[config.mk]
export PLATFORM = sky130hd
export DESIGN_NAME = prog_loader_flat
export DESIGN_NICKNAME = d
export VERILOG_FILES = /design/src/rtl/prog_loader_if.sv /design/src/rtl/prog_loader.sv /design/src/flat_wrapper.sv
export SDC_FILE = /design/constraint.sdc
export NUM_CORES = 1
export LEC_CHECK = 0
export BUFFER_PORTS_ARGS = -buffer_cell sky130_fd_sc_hd__buf_4
export CORE_MARGIN = 2
export CORE_UTILIZATION = 60
export CTS_BUF_LIST = sky130_fd_sc_hd__clkbuf_8
export DETAILED_ROUTE_END_ITERATION = 10
export PLACE_DENSITY = 0.83
export SLEW_MARGIN = 10
export SYNTH_ARGS = -nofsm -noshare
export SYNTH_HDL_FRONTEND = slang
export SYNTH_SLANG_ARGS = --single-unit
[constraint.sdc]
create_clock -name clk -period 6.05 [get_ports clk]
set_input_delay 0 -clock clk [delete_from_list [all_inputs] [get_ports clk]]
set_output_delay 0 -clock clk [all_outputs]
set_load 0.02 [all_outputs]
[src/rtl/prog_loader_if.sv]
// Boot-loader stream input and memory write bus.
// The loader takes the slave modport; the stream source / memory side takes master.
interface prog_loader_if #(
  parameter int DATA_W  = 32,
  parameter int ADDR_W  = 11,
  parameter int NUM_TGT = 2
);
  logic [DATA_W-1:0]  s_data;
  logic               s_valid;
  logic               s_ready;
  logic [NUM_TGT-1:0] mem_we;
  logic [ADDR_W-1:0]  mem_addr;
  logic [DATA_W-1:0]  mem_wdata;

  modport slave (
    input  s_data, s_valid,
    output s_ready, mem_we, mem_addr, mem_wdata
  );

  modport master (
    output s_data, s_valid,
    input  s_ready, mem_we, mem_addr, mem_wdata
  );
endinterface

[src/rtl/prog_loader.sv]
// Framed-stream boot loader: decodes frame headers, writes payload words into
// one of NUM_TGT memories, checks a per-frame XOR checksum, then releases the core.
module prog_loader #(
  parameter int DATA_W  = 32,
  parameter int ADDR_W  = 11,
  parameter int NUM_TGT = 2
) (
  input  logic          clk,
  input  logic          rst,
  input  logic          start,
  prog_loader_if.slave  bus,
  output logic          core_rst,
  output logic          done,
  output logic          err,
  output logic [1:0]    err_code
);

  localparam int TGT_W = (NUM_TGT > 1) ? $clog2(NUM_TGT) : 1;
  localparam logic [12:0] ADDR_SPAN = 13'(1) << ADDR_W;

  typedef enum logic [2:0] {
    S_HDR,
    S_DATA,
    S_CKSUM,
    S_DONE,
    S_ERR
  } state_t;

  state_t              state, state_nxt;
  logic [TGT_W-1:0]    tgt_q, tgt_nxt;
  logic [ADDR_W-1:0]   addr_q, addr_nxt;
  logic [11:0]         cnt_q, cnt_nxt;
  logic [DATA_W-1:0]   csum_q, csum_nxt;
  logic [NUM_TGT-1:0]  we_q, we_nxt;
  logic [ADDR_W-1:0]   maddr_q, maddr_nxt;
  logic [DATA_W-1:0]   wdata_q, wdata_nxt;
  logic [1:0]          code_q, code_nxt;

  logic                accept;
  logic [7:0]          hdr_tgt;
  logic [11:0]         hdr_n;
  logic [ADDR_W-1:0]   hdr_addr;
  logic [12:0]         hdr_end;
  logic [NUM_TGT-1:0]  tgt_hot;

  assign bus.s_ready = (state == S_HDR) || (state == S_DATA) || (state == S_CKSUM);
  assign accept      = bus.s_valid && bus.s_ready;

  assign hdr_tgt  = bus.s_data[31:24];
  assign hdr_n    = bus.s_data[23:12];
  assign hdr_addr = bus.s_data[ADDR_W-1:0];
  // 13-bit sum so start+N can exceed 2^ADDR_W without wrapping
  assign hdr_end  = 13'(hdr_addr) + 13'(hdr_n);

  always_comb begin
    tgt_hot = '0;
    for (int unsigned i = 0; i < NUM_TGT; i++) begin
      tgt_hot[i] = (tgt_q == TGT_W'(i));
    end
  end

  always_ff @(posedge clk or posedge rst) begin
    if (rst) begin
      state   <= S_HDR;
      tgt_q   <= '0;
      addr_q  <= '0;
      cnt_q   <= '0;
      csum_q  <= '0;
      we_q    <= '0;
      maddr_q <= '0;
      wdata_q <= '0;
      code_q  <= '0;
    end else begin
      state   <= state_nxt;
      tgt_q   <= tgt_nxt;
      addr_q  <= addr_nxt;
      cnt_q   <= cnt_nxt;
      csum_q  <= csum_nxt;
      we_q    <= we_nxt;
      maddr_q <= maddr_nxt;
      wdata_q <= wdata_nxt;
      code_q  <= code_nxt;
    end
  end

  always_comb begin
    state_nxt = state;
    tgt_nxt   = tgt_q;
    addr_nxt  = addr_q;
    cnt_nxt   = cnt_q;
    csum_nxt  = csum_q;
    we_nxt    = '0;
    maddr_nxt = maddr_q;
    wdata_nxt = wdata_q;
    code_nxt  = code_q;

    unique case (state)
      S_HDR: begin
        if (accept) begin
          if (hdr_n == 12'd0) begin
            state_nxt = S_DONE;
          end else if (int'(hdr_tgt) >= NUM_TGT) begin
            state_nxt = S_ERR;
            code_nxt  = 2'd1;
          end else if (hdr_end > ADDR_SPAN) begin
            state_nxt = S_ERR;
            code_nxt  = 2'd2;
          end else begin
            tgt_nxt   = TGT_W'(hdr_tgt);
            addr_nxt  = hdr_addr;
            cnt_nxt   = hdr_n;
            csum_nxt  = '0;
            state_nxt = S_DATA;
          end
        end
      end

      S_DATA: begin
        if (accept) begin
          we_nxt    = tgt_hot;
          maddr_nxt = addr_q;
          wdata_nxt = bus.s_data;
          addr_nxt  = addr_q + 1'b1;
          csum_nxt  = csum_q ^ bus.s_data;
          cnt_nxt   = cnt_q - 12'd1;
          if (cnt_q == 12'd1) begin
            state_nxt = S_CKSUM;
          end
        end
      end

      S_CKSUM: begin
        if (accept) begin
          if (bus.s_data == csum_q) begin
            state_nxt = S_HDR;
          end else begin
            state_nxt = S_ERR;
            code_nxt  = 2'd3;
          end
        end
      end

      S_DONE, S_ERR: begin
        if (start) begin
          state_nxt = S_HDR;
          code_nxt  = 2'd0;
        end
      end

      default: state_nxt = S_HDR;
    endcase
  end

  assign bus.mem_we    = we_q;
  assign bus.mem_addr  = maddr_q;
  assign bus.mem_wdata = wdata_q;
  assign core_rst      = (state != S_DONE);
  assign done          = (state == S_DONE);
  assign err           = (state == S_ERR);
  assign err_code      = code_q;

endmodule
[src/flat_wrapper.sv]
// flat-port wrapper written by rule: the top's interface ports become plain ports
module prog_loader_flat 
#(
  parameter int DATA_W  = 32,
  parameter int ADDR_W  = 11,
  parameter int NUM_TGT = 2
)
  (clk, rst, start, core_rst, done, err, err_code, bus_s_data, bus_s_valid, bus_s_ready, bus_mem_we, bus_mem_addr, bus_mem_wdata);
  prog_loader_if #(.DATA_W(DATA_W), .ADDR_W(ADDR_W), .NUM_TGT(NUM_TGT)) bus_i ();
  input  logic clk;
  input  logic rst;
  input  logic start;
  output logic core_rst;
  output logic done;
  output logic err;
  output logic [1:0] err_code;
  input wire logic [$bits(bus_i.s_data)-1:0] bus_s_data;
  input wire logic [$bits(bus_i.s_valid)-1:0] bus_s_valid;
  output wire logic [$bits(bus_i.s_ready)-1:0] bus_s_ready;
  output wire logic [$bits(bus_i.mem_we)-1:0] bus_mem_we;
  output wire logic [$bits(bus_i.mem_addr)-1:0] bus_mem_addr;
  output wire logic [$bits(bus_i.mem_wdata)-1:0] bus_mem_wdata;
  assign bus_i.s_data = bus_s_data;
  assign bus_i.s_valid = bus_s_valid;
  assign bus_s_ready = bus_i.s_ready;
  assign bus_mem_we = bus_i.mem_we;
  assign bus_mem_addr = bus_i.mem_addr;
  assign bus_mem_wdata = bus_i.mem_wdata;
  prog_loader #(.DATA_W(DATA_W), .ADDR_W(ADDR_W), .NUM_TGT(NUM_TGT)) u_core (.clk(clk), .rst(rst), .start(start), .bus(bus_i), .core_rst(core_rst), .done(done), .err(err), .err_code(err_code));
endmodule
==> Word-level counts from Yosys, hierarchy flattened <==
Index checks and enable logic that the tools add are counted.
{ "totals": {"ff_bits": 106, "input_bits": 36, "output_inout_bits": 51, "wordCells": 87} }
{ "op_classes": {"n_addsub": 3, "n_lt_le_gt_ge": 2, "eq_ne": 17, "mux": 38, "bitwise": 5, "n_reduce_logical": 13} }
{ "op_table": {"columns": ["cell", "count"], "rows": [
  ["32-bit 2-to-1 mux", 5],
  ["32-bit case mux with 2 select lines", 1],
  ["12-bit 2-to-1 mux", 5],
  ["11-bit 2-to-1 mux", 5],
  ["32-bit == test", 1],
  ["32-bit XOR", 1],
  ["3-bit 2-to-1 mux", 9],
  ["12-bit case mux with 2 select lines", 1],
  ["11-bit case mux with 2 select lines", 1],
  ["2-bit 2-to-1 mux", 9],
  ["11-bit by 12-bit adder with 13-bit output", 1],
  ["13-bit by 12-bit greater-than comparator with 1-bit output, second input constant", 1],
  ["12-bit by 1-bit == test with 1-bit output, second input constant", 1],
  ["12-bit logical NOT", 1],
  ["2-bit != test, second input constant", 6],
  ["3-bit case mux with 4 select lines", 1],
  ["12-bit by 1-bit subtractor with 12-bit output, second input constant", 1],
  ["11-bit by 1-bit adder with 11-bit output, second input constant", 1],
  ["5-bit AND reduction", 2],
  ["8-bit by 2-bit greater-or-equal comparator with 1-bit output, second input constant", 1],
  ["7-bit AND reduction", 1],
  ["3-bit by 2-bit == test with 1-bit output, second input constant", 2],
  ["2-bit by 1-bit != test with 1-bit output, second input constant", 3],
  ["2-bit case mux with 3 select lines", 1],
  ["other kinds (13)", 17]
]} }

==> Longest topological paths before layout <==
{ "logic_depth": {"depth_word": 7, "ltp_mapped": 12, "depth_no_buf": 10} }

==> Least setup slack after synthesis <==
OpenSTA, ideal clock, no wires.
{ "synth_path": {"kind": "in2reg", "start": "input port bus_s_data[0]", "end": "register u_core.addr_q[1]", "setup_time_ns": 0.125, "t_arrival_ns": 2.606, "required_time_ns": 5.925, "path_slack_ns": 3.319, "cell_stages": 10, "path_buffers": 0, "cell_sequence": "ha_1 -> fa_1 -> a211oi_1 -> o21ai_0 -> mux2i_1 -> o211ai_1 -> nor4_4 -> nand4_2 -> a31oi_4 -> mux2_4"} }
{ "synth_between": {"elab_chain_len": 4} }
{ "synth_rtl": {"columns": ["element", "line_no", "source"], "rows": [
  ["start, declared", "flat_wrapper.sv:17", "input wire logic [$bits(bus_i.s_data)-1:0] bus_s_data;"],
  ["11-bit by 12-bit adder with 13-bit output", "prog_loader.sv:53", "assign hdr_end = 13'(hdr_addr) + 13'(hdr_n);"],
  ["13-bit by 12-bit greater-than comparator with 1-bit output", "prog_loader.sv:105", "end else if (hdr_end > ADDR_SPAN) begin"],
  ["2-bit != test (no line)", null, null],
  ["6-bit AND reduction (no line)", null, null],
  ["end signal, assigned", "prog_loader.sv:76", "addr_q <= addr_nxt;"],
  ["end, declared", "prog_loader.sv:31", "logic [ADDR_W-1:0] addr_q, addr_nxt;"]
]} }
No other way between the ends.
A chain may end at the register's enable or synchronous reset.

==> Worst setup path after layout <==
{ "layout_path": {"start": "input port bus_s_data[0]", "end": "register u_core.tgt_q"} }
{ "layout_between": {"elab_chain_len": 4} }
{ "layout_rtl": {"columns": ["element", "line_no", "source"], "rows": [
  ["11-bit by 12-bit adder with 13-bit output", "prog_loader.sv:53", null],
  ["13-bit by 12-bit greater-than comparator with 1-bit output", "prog_loader.sv:105", null],
  ["1-bit NOT (no line)", null, null],
  ["5-bit AND reduction (no line)", null, null],
  ["end signal, assigned", "prog_loader.sv:75", "tgt_q <= tgt_nxt;"],
  ["end, declared", "prog_loader.sv:30", "logic [TGT_W-1:0] tgt_q, tgt_nxt;"]
]} }
No other way between the ends.

==> summary.txt <==
Status
  – Status: finished, final reports clean

Worst hold path
  – Hold EP: u_core.bus.mem_wdata[12]
  – Min-delay worst type: primary input to flip-flop
  – WHS Path Cells: 3
  – HP Start: bus_s_data[12]

Drt
  – Pre-antenna DRT Iters: 5
  – Iter 0 DRT Violations: 491
  – Via density: 6.11
  – # DRC: 0
  – Vias: 5,844
  – Routed wire per std cell: 18.0 um
  – Total wire length: 17,200 um
  – Final ANT Viol Nets: 0

Clock network
  – Root buf cell: clkbuf_8
  – H-tree lvl count: 3
  – TritonCTS sink count: 106
  – Max clock buf depth: 2
  – CTS tree: built
  – Clk_lat worst skew: 0.39 ns
  – Clock slew at reported path FFs: 0.10 ns
  – Cts bufs inserted: 9
  – Postcts setup bufs: 0

Synth
  – Post-synth EDFFs: 0
  – Synth unique cells: 54
  – Ys flop type: dfrtp_1
  – Post-Syn Area: 6070 sq um
  – Mapped Avg Cell Area: 8.47 sq um
  – Synthesized flop and latch total: 106
  – Async SR Flop Fraction: 100%
  – Syn_nets: 768
  – Post-Synthesis Cells: 717
  – Sequential share of the synthesized area: 43.7%
  – Ys Warns: 0

Finish
  – Nets: 869
  – Layout Cells excl Fill: 956
  – Layout area overhead: 19.8%
  – Commonest non-fill, non-tap cell in the layout: nand2_1
  – Most frequent cells in the layout: 141 x nand2_1, 106 x dfrtp_1, 91 x buf_4, 46 x a21oi_1, 42 x o21ai_0
  – Fin area: 7270 sq um
  – Layout fillers: 735
  – Diode count: 0
  – Final core area utilization: 74.1%
  – Layout cells sized above 1: 15.1%

Critical path
  – Required @ worst endpoint: 6.32 ns
  – CP Class: primary input to flip-flop
  – Reg2Reg Depth: 7
  – Crit. End Element: flip-flop
  – Reg2reg setup slack: 3.21 ns
  – FF-to-FF Start: u_core.state[0]
  – Worst R2R End: u_core.csum_q[6]
  – Crit path max fanout: 20
  – CP startpoint kind: primary input
  – Critical Path AT: 4.04 ns

Floorplan
  – Starting Density: 61.9%
  – Row cnt: 36
  – Die Footprint: 10,900 sq um
  – Die W: 105 um
  – # IOs: 87
  – Die Ht: 105 um
  – Core Region: 9820 sq um

Timing
  – Final setup fails: 0
  – RSZ-0062 raised after global routing: false
  – Final critical-path setup slack: 2.28 ns
  – Final hold slack: 0.0152 ns
  – Tcrit/Tclk final: 62.3%
  – Fin. Hold Viols: 0
  – Fmax achieved: 266 MHz
  – Slew HR: 38.9%
  – Worst slew pin tran: 0.915 ns
  – Final TNS setup: 0 ns
  – Max Slew Vio Count: 0
  – Max Clock Skew: 0.00982 ns
  – Fin crit period: 3.77 ns

Placement
  – Placed inst area: 6770 sq um
  – Setup WS pre-CTS: 2.46 ns
  – Routability cong.: 0.959
  – Detailed Place HPWL: 11,500 um
  – Port bufs: 86
  – Placed Cells: 907

Power
  – Leakage Power: 3.63 nW
  – Total power draw: 1.59 mW
  – Power Density: 218 nW/um^2
  – Worst VDD drop: 132 uV

Global routing
  – Initial antenna violation count: 0
  – GRT Overall Usage: 32.3%
  – Largest net degree at the start of global routing: 84
  – First-pass GRT wire length: 28,200 um
  – Vias in the first global route: 5,580
  – Total global routing overflow: 0

Job
  – Maxcap violations: 0
[cells by family after synthesis]
family / count (synthesis) / synth area share [%]
AND/OR/NAND/NOR: 285 / 21.8
AO/OA/AOI/OAI: 193 / 19.5
flip-flops: 106 / 43.7
buffers and inverters: 75 / 5.29
XOR/XNOR: 36 / 5.19
adder cells (fa/ha/maj): 15 / 3.21
multiplexers: 7 / 1.36
[critical path, cell delays in order]
cell,delay (ns)
dlygate4sd3_1,0.54
buf_4,0.18
ha_1,0.23
fa_1,0.43
a211oi_1,0.36
o21ai_0,0.17
mux2i_1,0.16
o211ai_1,0.14
nor4_4,0.42
a31o_2,0.24
nand3_1,0.63
mux2_2,0.53
[registers in the layout, indices dropped and copies added, names as in the netlist]
name and cells:
u_core.bus.mem_wdata 32, u_core.csum_q 32, u_core.cnt_q 12, u_core.addr_q 11
u_core.bus.mem_addr 11, u_core.state 3, u_core.bus.mem_we 2, u_core.err_code 2
u_core.tgt_q 1
[where the power goes]
group / switching (mW) / total, mW / internal, mW
clock network: 0.263 / 0.415 / 0.153
registers: 0.0571 / 0.824 / 0.767
logic: 0.205 / 0.349 / 0.144
[final cells by class]
type / instances / area, sq um / area share (%)
inverter: 41 / 156 / 2.15
tap: 133 / 166 / 2.29
multi-input combinational: 536 / 3110 / 42.7
clock buffer: 9 / 124 / 1.70
clock inverter: 7 / 52.6 / 0.722
timing repair buffer: 124 / 1010 / 13.9
sequential: 106 / 2650 / 36.5
[repair_timing]
| item | CTS | global route |
|---|---|---|
| endpoints found under the setup margin | 0 | 0 |
| hold endpoints to repair | 94 | 0 |
| gates resized for setup | 0 | 0 |
| hold buffers | 33 | 0 |
[synth_stat cells (all sizes together), types with 7 or more instances]
library cell,number,area (sq um)
a21oi,46,230
o21a,7,52.6
and3,18,113
nor2,37,139
nand3,18,90.1
inv,41,154
xor2,34,298
o22ai,9,56.3
nand2,142,533
ha,14,175
nor3,22,110
clkbuf,24,90.1
a31oi,25,171
a22oi,21,158
nor4,15,109
buf,10,77.6
o21ai,59,295
dfrtp,106,2650
nand4,13,87.6
[worst max path at each step]
stage                        startpoint               end  depth (start not counted)
after floorplan                     rst  u_core.addr_q[0]                          1
after global placement    bus_s_data[0]      u_core.tgt_q                         11
after detailed placement  bus_s_data[0]      u_core.tgt_q                         11
after CTS                 bus_s_data[0]      u_core.tgt_q                         12
after global routing      bus_s_data[0]      u_core.tgt_q                         12
final                     bus_s_data[0]      u_core.tgt_q                         12
[layer usage]
metal / up-vias / track usage [%] / share of wire, %
met1: 2802 / 44.1 / 42
met3: 36 / 4.74 / 6.8
met4: 0 / 13.2 / 2.5
met5: - / 0 / 0
li1: 2733 / - / -
met2: 273 / 51.8 / 48
(Power assumes the default switching activity.)
